## config.mk

```make
export PLATFORM = sky130hd
export DESIGN_NAME = mmio_io_ctrl
export DESIGN_NICKNAME = d
export VERILOG_FILES = /design/src/rtl/mmio_io_ctrl.sv
export SDC_FILE = /design/constraint.sdc
export NUM_CORES = 1
export LEC_CHECK = 0
export CAP_MARGIN = 20
export CORE_UTILIZATION = 51
export CTS_CLUSTER_DIAMETER = 150
export CTS_CLUSTER_SIZE = 12
export DETAILED_ROUTE_END_ITERATION = 6
export PLACE_DENSITY_LB_ADDON = 0.08
export SLEW_MARGIN = 10
export SYNTH_ARGS = -nofsm -noshare
export SYNTH_HDL_FRONTEND = slang
export SYNTH_SLANG_ARGS = --single-unit
```

## constraint.sdc

```tcl
create_clock -name clk -period 5.77 [get_ports clk]
set_input_delay 0.577 -clock clk [delete_from_list [all_inputs] [get_ports clk]]
set_output_delay 0.577 -clock clk [all_outputs]
set_load 0.1 [all_outputs]
```

## src/rtl/mmio_io_ctrl.sv

```systemverilog
// Memory-mapped board I/O responder on the data-memory bus: LEDs, debounced
// switches, 7-segment digits, a free-running cycle timer and a sticky status flag.
module mmio_io_ctrl #(
  parameter int             N          = 64,
  parameter logic [N-1:0]   BASE       = N'(64'h8000),
  parameter int             DEB_CYCLES = 4
) (
  input  logic          clk,
  input  logic          reset,
  input  logic [N-1:0]  addr,
  input  logic [N-1:0]  writeData,
  input  logic          memWrite,
  input  logic          memRead,
  output logic [N-1:0]  readData,
  output logic          hit,
  input  logic [15:0]   i_sw,
  output logic [15:0]   o_led,
  output logic [15:0]   o_disp_bcd,
  output logic [3:0]    o_disp_blank
);

  localparam int            DEB_C   = (DEB_CYCLES < 1) ? 1 : DEB_CYCLES;
  localparam int            CW      = $clog2(DEB_C + 1);
  localparam logic [CW-1:0] DEB_MAX = CW'(DEB_C);

  localparam logic [N-1:0] A_LED    = BASE;
  localparam logic [N-1:0] A_SW     = BASE + N'(64'd8);
  localparam logic [N-1:0] A_DISP   = BASE + N'(64'd16);
  localparam logic [N-1:0] A_TIMER  = BASE + N'(64'd24);
  localparam logic [N-1:0] A_STATUS = BASE + N'(64'd32);

  logic          sel_led_s, sel_sw_s, sel_disp_s, sel_timer_s, sel_status_s;
  logic          we_led_s, we_disp_s, we_timer_s, we_status_s;
  logic [N-1:0]  rd_val_s;
  logic [N-1:0]  timer_r;
  logic          sw_changed_r;
  logic [15:0]   sync1_r, sync2_r, cand_r, sw_deb_r;
  logic [CW-1:0] cnt_r;
  logic [15:0]   cand_nxt_s;
  logic [CW-1:0] cnt_nxt_s;
  logic          deb_load_s;

  assign sel_led_s    = (addr == A_LED);
  assign sel_sw_s     = (addr == A_SW);
  assign sel_disp_s   = (addr == A_DISP);
  assign sel_timer_s  = (addr == A_TIMER);
  assign sel_status_s = (addr == A_STATUS);
  assign hit = sel_led_s | sel_sw_s | sel_disp_s | sel_timer_s | sel_status_s;

  assign we_led_s    = memWrite & sel_led_s;
  assign we_disp_s   = memWrite & sel_disp_s;
  assign we_timer_s  = memWrite & sel_timer_s;
  assign we_status_s = memWrite & sel_status_s;

  // Read mux: registers zero-extended, gated by memRead so idle cycles return 0.
  always_comb begin
    rd_val_s = {N{1'b0}};
    if (sel_led_s) begin
      rd_val_s = N'(o_led);
    end else if (sel_sw_s) begin
      rd_val_s = N'(sw_deb_r);
    end else if (sel_disp_s) begin
      rd_val_s = N'({o_disp_blank, o_disp_bcd});
    end else if (sel_timer_s) begin
      rd_val_s = timer_r;
    end else if (sel_status_s) begin
      rd_val_s = N'(sw_changed_r);
    end else begin
      rd_val_s = {N{1'b0}};
    end
    readData = (memRead && hit) ? rd_val_s : {N{1'b0}};
  end

  // Debounce next-state: the accept decision uses the post-update count so the
  // debounced value moves on the very cycle the count reaches DEB_CYCLES.
  always_comb begin
    cand_nxt_s = cand_r;
    cnt_nxt_s  = cnt_r;
    if (sync2_r != cand_r) begin
      cand_nxt_s = sync2_r;
      cnt_nxt_s  = CW'(1);
    end else if (cnt_r != DEB_MAX) begin
      cnt_nxt_s = cnt_r + CW'(1);
    end else begin
      cnt_nxt_s = cnt_r;
    end
  end

  assign deb_load_s = (cnt_nxt_s == DEB_MAX) && (cand_nxt_s != sw_deb_r);

  // All state: synchronous reset wins over any simultaneous write.
  always_ff @(posedge clk) begin
    if (reset) begin
      o_led        <= 16'h0000;
      o_disp_bcd   <= 16'h0000;
      o_disp_blank <= 4'hF;
      timer_r      <= {N{1'b0}};
      sw_changed_r <= 1'b0;
      sync1_r      <= 16'h0000;
      sync2_r      <= 16'h0000;
      cand_r       <= 16'h0000;
      sw_deb_r     <= 16'h0000;
      cnt_r        <= {CW{1'b0}};
    end else begin
      if (we_led_s) begin
        o_led <= writeData[15:0];
      end
      if (we_disp_s) begin
        o_disp_bcd   <= writeData[15:0];
        o_disp_blank <= writeData[19:16];
      end
      timer_r <= we_timer_s ? writeData : (timer_r + N'(64'd1));
      sync1_r <= i_sw;
      sync2_r <= sync1_r;
      cand_r  <= cand_nxt_s;
      cnt_r   <= cnt_nxt_s;
      if (deb_load_s) begin
        sw_deb_r <= cand_nxt_s;
      end
      // A new switch update beats a same-cycle clear.
      if (deb_load_s) begin
        sw_changed_r <= 1'b1;
      end else if (we_status_s && writeData[0]) begin
        sw_changed_r <= 1'b0;
      end
    end
  end

endmodule

```

* Yosys cells after proc, flatten, opt, wreduce, memory -nomap -nowiden
Cells that the tools add are included.
** Word-level totals
- Bits in registers :: 168
- Input bits :: 148
- Output and inout bits :: 101
- Word-level logic and storage cells :: 45
** Cells by class
- Add/sub/neg operators :: 2
- Eq/ne operators :: 9
- Muxes and demuxes :: 12
- Bitwise logic cells :: 8
- Reduce and logical (&&, ||, !) cells :: 4
** Operators with widths (count)
- $mux W64 :: 6
- $eq A64 B16 Y1 const B :: 5
- $add A64 B1 Y64 const B :: 1
- $ne A16 B16 Y1 :: 2
- $mux W16 :: 1
- $mux W3 :: 2
- $and A1 B1 Y1 :: 4
- $or A1 B1 Y1 :: 4
- $add A3 B1 Y3 const B :: 1
- $eq A3 B3 Y1 const B :: 1
- $logic_and A1 B1 Y1 :: 3
- $mux W1 :: 3
- $ne A3 B3 Y1 const B :: 1
- $reduce_bool A2 Y1 :: 1

* Longest topological paths before layout
Gate-level depths: netlist of run 1.
- Depth in word-level cells :: 7
- Gate-level depth with buffers :: 8
- Gate-level depth less buffers :: 7

* Least setup slack after synthesis of run 1
OpenSTA, ideal clock, no wires.
- Path type :: input port to output port
- Start point :: input port addr[2]
- End point :: output port readData[0]
- Arrival time :: 4.618 ns
- Data required time :: 5.193 ns
- Setup slack :: 0.575 ns
- Stages on the path :: 5
- Buffers on the path :: 0
- Path through :: nor4b_1 > nand4_1 > nor4_2 > nand2_1 > nor4_1
** On the way
- Word-level cells in the longest chain between the ends :: 7
** Ends and longest elaborated chain
- start: declaration :: line 10 : input logic [N-1:0] addr,
- $eq A64 B16 Y1, on equally long branches :: line 47, 43, 44
- $mux W1 / $or A1 B1 Y1 (equally long branches) :: line 66, 48
- $mux W64 / $or A1 B1 Y1 (equally long branches) :: line 64, 48
- $mux W64 / $or A1 B1 Y1 (equally long branches) :: line 62, 48
- $mux W64 / $or A1 B1 Y1 (equally long branches) :: line 60, 48
- $mux W64 / $logic_and A1 B1 Y1 (equally long branches) :: line 58, 71
- $mux W64 (*) :: line 71 : readData = (memRead && hit) ? rd_val_s : {N{1'b0}};
- end: declaration :: line 14 : output logic [N-1:0] readData,
Every way passes the cells marked *; elsewhere a longest branch is shown, timed or not.

* Worst setup path in the final report of run 1
- Start point :: input port addr[2]
- End point :: output port readData[18]
** On the way
- Word-level cells in the longest chain between the ends :: 7
** Ends and longest elaborated chain
- $eq A64 B16 Y1, on equally long branches :: line 43, 44
- $or A1 B1 Y1 (4 in series) :: line 48 : assign hit = sel_led_s | sel_sw_s | sel_disp_s | sel_timer_s | sel_status_s;
- $logic_and A1 B1 Y1 :: line 71
- $mux W64 (*) :: line 71
Marked as above.

==> flow_summary_export.csv, run 1 <==
group,metric,value,unit
outcome,outcome,"completed",
die,ios,249,
routing,drtPass1Iterations,5,
clock_tree,ctsResizeCount,0,
die,rows,47,
global_route,grt_overflow,0,
timing,slew_headroom,31.3,%
clock_tree,clock-sinks,168,
clock_tree,postCtsSetupBuffers,0,
placement,numPortBuffers,248,
timing,finClkSkew,0.00943,ns
logic_synthesis,synth_compound_area_share,16.0,%
logic_synthesis,synth_top_area_share,39.1,%
clock_tree,clockRootBuffer,"clkbuf_16",
timing,fin_crit,4.59,ns
worst_setup_path,worstPathRequired,5.19,ns
timing,fin_ws,1.18,ns
timing,setup_tns,0,ns
layout,final_common_cell,"clkdlybuf4s50_1",
routing,dr_total_vias,8549,
logic_synthesis,synth_cells,1003,
routing,route.met3.wl,1970,µm
clock_tree,cts_tree,"built",
clock_tree,hold_buffers,0,
timing,rsz0062_at_grt,"no",
logic_synthesis,synth_top_family_by_area,"simple AND/OR/NAND/NOR gates",
job,drv_cap,0,
clock_tree,clkTransAtPathRegs,0.07,ns
logic_synthesis,yosys.area.top_type,"dfxtp_1",
clock_tree,htreeDepth,4,
die,start_util,52.1,%
worst_setup_path,crit_path_end_kind,"primary output",
worst_setup_path,worstRegToRegCells,5,
power_and_ir_drop,peakVddDrop,0.213,mV
timing,max_freq,218,MHz
die,fp.dieW,132,µm
logic_synthesis,synth-simple-area-share,25.6,%
routing,drt-wirelength-per-cell,19.6,µm
placement,place_congestion,0.864,
timing,finalCritPeriodShare,79.6,%
logic_synthesis,yosys_warnings,0,
layout,syn2layout_area_growth,35.0,%
hold_path,hp-class,"reg2reg",
layout,fin_nets,1352,
routing,drt_iter0_markers,636,
global_route,first_global_vias,7800,
clock_tree,clock_latency,0.43,ns
logic_synthesis,synth.net_count,1154,
routing,via_per_inst,5.96,
placement,dp_hpwl,19500,µm
logic_synthesis,synthTopCellsByArea,"dfxtp_1 (39%), xnor2_1 (6.6%), nor2b_1 (4.9%), a21oi_1 (4.7%), mux2i_1 (4.0%)",
logic_synthesis,synth_area,8600,µm²
placement,dp_slack,1.07,ns
timing,worstMarginPinSlew,1.03,ns
clock_tree,cts_buffer_depth,2,
logic_synthesis,synthAdderAreaFrac,0.436,%
routing,drt_wl_total,28100,µm
logic_synthesis,async_flop_share,0,%
worst_setup_path,startpoint_type,"primary input",
timing,hold_violations,0,
routing,wl_met2,13300,µm
worst_setup_path,crit_arrival,4.02,ns
global_route,grt_pass1_wl,43500,µm
global_route,grt_usage,31.8,%
die,coreArea,16500,µm²
logic_synthesis,synth.distinct_cells,42,
layout,drive_gt1_share,11.5,%
timing,slew_viol_final,0,
logic_synthesis,synthFlopType,"dfxtp_1",
logic_synthesis,synth-xor-area-share,8.65,%
die,dieArea,17400,µm²
timing,hold_slack,0.443,ns
logic_synthesis,syn_avg_cell_area,8.58,µm²
power_and_ir_drop,p_leak,4.03,nW
layout,final_cell_mix,"clkdlybuf4s50_1 (181), dfxtp_1 (168), a21oi_1 (80), buf_4 (80), nor2b_1 (67)",
routing,highest_layer,"met4",
timing,setup_viol,0,
die,die_h,132,µm
power_and_ir_drop,power.density,217,nW/µm²
logic_synthesis,seq_area_frac_synth,39.1,%
hold_path,whs_path_depth,1,
global_route,grt_antenna_before_repair,0,
power_and_ir_drop,finalPower,2.53,mW
routing,ant_nets,0,
clock_tree,cts_made_buffers,17,
layout,num_antenna_cells,0,
global_route,grt_max_degree,83,
routing,wl_met1,12200,µm
worst_setup_path,crit_path_max_fanout,21,
logic_synthesis,synth_seq_cells,168,
routing,drc,0,
logic_synthesis,synthMuxAreaShare,6.05,%
worst_setup_path,crit_type,"in2out",
logic_synthesis,synth_edf_count,0,
[kinds of logic after synthesis]
group / Yosys count
AO/OA/AOI/OAI: 221
XOR/XNOR: 85
adder cells (fa/ha/maj): 3
buffers and inverters: 95
flip-flops: 168
multiplexers: 50
AND/OR/NAND/NOR: 381
[synthesized netlist by cell type, drive strengths merged (20+ instances only)]
library cell  number
o31ai             45
nand3             56
nor2b             67
nor3              43
a211oi            21
nand4             35
clkbuf            77
mux2i             34
nand2             27
nor2              20
xnor2             65
a21oi             80
and2              47
o21ai             45
nor4              44
dfxtp            168
xor2              20
[final timing paths]
| kind | slack [ns] | from | to |
|---|---|---|---|
| setup / recovery | 1.18 | addr[2] | readData[18] |
| hold / removal | 0.44 | sync1_r[1] | sync2_r[1] |
| setup reg to reg | 2.76 | sync2_r[15] | sw_deb_r[2] |
| hold reg to reg | 0.44 | sync1_r[1] | sync2_r[1] |
[layout make-up]
cell class	count	area, µm²
timing repair buffer	263	2440
clock buffer	18	439
clock inverter	14	148
tap	220	275
sequential	168	3360
multi-input combinational	740	4910
fill	1335	4910
inverter	11	41.3
[per-stage QoR]
step	utilization [%]	instances	cell area, µm²
after floorplan	-	1003	8600
after global placement	66.6	1401	11000
after detailed placement	66.6	1401	11000
after CTS	70.2	1433	11600
after global routing	70.3	1434	11600
final	70.3	1434	11600
[worst max-delay path: stages]
cell and delay, ns:
clkdlybuf4s50_1 0.41, nor4b_1 0.43, nand4_1 0.35, or4_2 1.02
or4_1 0.72, nor2_1 0.19, buf_4 0.31
[power by group]
group / internal [mW] / switching (mW) / leakage (nW) / total (mW)
registers: 1.17 / 0.0133 / 1.36 / 1.19
clock network: 0.591 / 0.540 / 0.290 / 1.13
logic: 0.122 / 0.0846 / 2.38 / 0.207
[sequential cells by signal (all words and copies together), names as in the netlist]
name	count
o_disp_blank	4
sw_deb_r	16
timer_r	64
cand_r	16
o_disp_bcd	16
sync1_r	16
o_led	16
sync2_r	16
sw_changed_r	1
cnt_r	3
[layer usage]
metal	up-vias	track usage [%]
li1	4069	-
met1	4057	42.3
met2	380	52.4
met3	43	5.57
met4	0	9.56
met5	-	0
Power figures use the tool's default switching activity.
==> run 2, diff against run 1 <==
CORE_UTILIZATION = 44   (was 51)
clock period = 3.85 ns   (was 5.77 ns; I/O delays follow)
==> flow_summary_export.csv, run 2 (synthesized netlist as in run 1, its figures left out) <==
group,metric,value,unit
outcome,outcome,"completed",
die,rows,50,
clock_tree,clock_latency,0.44,ns
die,fp.dieW,142,µm
layout,fin_nets,1370,
worst_setup_path,r2r_slack,1.05,ns
clock_tree,hold_buffers,0,
clock_tree,cts_buffer_depth,2,
power_and_ir_drop,power.density,300,nW/µm²
hold_path,min-delay-start,"sync1_r[15]",
layout,n_fill_cell,1595,
timing,max_freq,275,MHz
timing,fin_crit,3.64,ns
global_route,grt_usage,29.1,%
placement,placed_cells,1460,
layout,final_cell_area,12600,µm²
worst_setup_path,crit_type,"in2out",
global_route,grt_overflow,0,
routing,drc,0,
worst_setup_path,crit_path_end,"readData[21]",
timing,slew_viol_final,0,
timing,worstMarginPinSlew,1.03,ns
worst_setup_path,startpoint_type,"primary input",
die,die_h,142,µm
worst_setup_path,crit_arrival,3.26,ns
global_route,first_global_vias,8085,
routing,drt_wl_total,29300,µm
job,drv_cap,0,
layout,syn2layout_area_growth,46.9,%
clock_tree,clock-sinks,168,
layout,drive_gt1_share,13.0,%
routing,drt_iter0_markers,490,
worst_setup_path,rr_endpoint,"timer_r[62]",
routing,via_per_inst,5.68,
worst_setup_path,crit_path_max_fanout,43,
layout,final_cell_mix,"clkdlybuf4s50_1 (181), dfxtp_1 (168), a21oi_1 (80)",
die,start_util,45.4,%
global_route,grt_antenna_before_repair,0,
clock_tree,clkTransAtPathRegs,0.07,ns
routing,drt-wirelength-per-cell,19.7,µm
global_route,grt_pass1_wl,44900,µm
placement,place_congestion,0.851,
timing,hold_violations,0,
die,ios,249,
worst_setup_path,cp-startpoint,"addr[25]",
clock_tree,postCtsSetupBuffers,0,
timing,finalCritPeriodShare,94.6,%
worst_setup_path,timing.rr.start,"timer_r[0]",
worst_setup_path,worstRegToRegCells,6,
layout,fin_util,66.7,%
clock_tree,htreeDepth,4,
layout,num_antenna_cells,0,
routing,ant_nets,0,
layout,final_common_cell,"clkdlybuf4s50_1",
clock_tree,cts_tree,"built",
timing,rsz0062_at_grt,"no",
timing,slew_headroom,31.4,%
placement,numPortBuffers,248,
clock_tree,cts_made_buffers,17,
power_and_ir_drop,p_leak,4.29,nW
global_route,grt_max_degree,62,
clock_tree,ctsResizeCount,0,
layout,regMostFlops,"timer_r",
die,dieArea,20100,µm²
timing,finClkSkew,0.0147,ns
placement,dp_hpwl,20600,µm
timing,setup_tns,0,ns
routing,drtPass1Iterations,5,
layout,largest_register_ffs,64,
hold_path,hp-class,"reg2reg",
power_and_ir_drop,peakVddDrop,0.305,mV
clock_tree,clockRootBuffer,"clkbuf_16",
layout,instances_no_fill,1492,
worst_setup_path,worstPathRequired,3.46,ns
timing,setup_viol,0,
routing,dr_total_vias,8476,
die,coreArea,19000,µm²
worst_setup_path,crit_path_end_kind,"primary output",
placement,dpl-instance-area,12100,µm²
power_and_ir_drop,finalPower,3.79,mW
==> run 2: changes by cell type in the layout (fill, tap and decap cells not counted), sizes merged <==
cell / before / now
buf: 82 / 100
clkinvlp: 0 / 2
clkbuf: 18 / 17
clkinv: 4 / 3
==> run 2: metrics by stage <==
step / hold WS (ns) / setup WS [ns]
after floorplan: 0.414 / -0.641
after global placement: 0.420 / 0.191
after detailed placement: 0.423 / 0.170
after CTS: 0.441 / 0.161
after global routing: 0.462 / 0.0606
final: 0.447 / 0.209
==> run 2: layout make-up <==
cell class | count | area (µm²) | share of cell area [%]
multi-input cells | 740 | 4920 | 38.9
repair buffers | 281 | 3410 | 27.0
flip-flops and latches | 168 | 3360 | 26.6
clock buffers | 17 | 425 | 3.37
well taps | 260 | 325 | 2.57
clock inverters | 15 | 153 | 1.21
inverters | 11 | 41.3 | 0.327
==> run 2: layer usage <==
layer	global-route usage (%)	wire length (µm)
met1	38.1	12800
met2	49.0	14000
met3	5.37	2070
met4	8.32	430
met5	0	0
==> run 2: how the worst min path moves through the flow <==
stage,to,slack [ns],cells after the start
after global routing,sync2_r[1],0.46,1
after global placement,sync2_r[14],0.42,1
final,sync2_r[15],0.45,1
after detailed placement,sync2_r[2],0.42,1
after floorplan,sync2_r[0],0.41,1
after CTS,sync1_r[11],0.44,2
==> run 2: power breakdown <==
group / internal (mW) / switching, mW
clock: 0.867 / 0.828
sequential: 1.76 / 0.0191
combinational: 0.186 / 0.128
==> run 2: critical path: stages <==
cell and delay (ns):
clkdlybuf4s50_1 0.40, nor4_1 0.46, nand4_1 0.18, or4_2 0.73, buf_4 0.25, nor3_4 0.22, buf_12 0.20, and2_1 0.21
buf_12 0.19
==> run 3, diff against run 2 <==
SKIP_LAST_GASP = 1   (was not set)
==> results of run 3 <==
Same layout as run 2: the final DEF is identical, and so are final timing and power.
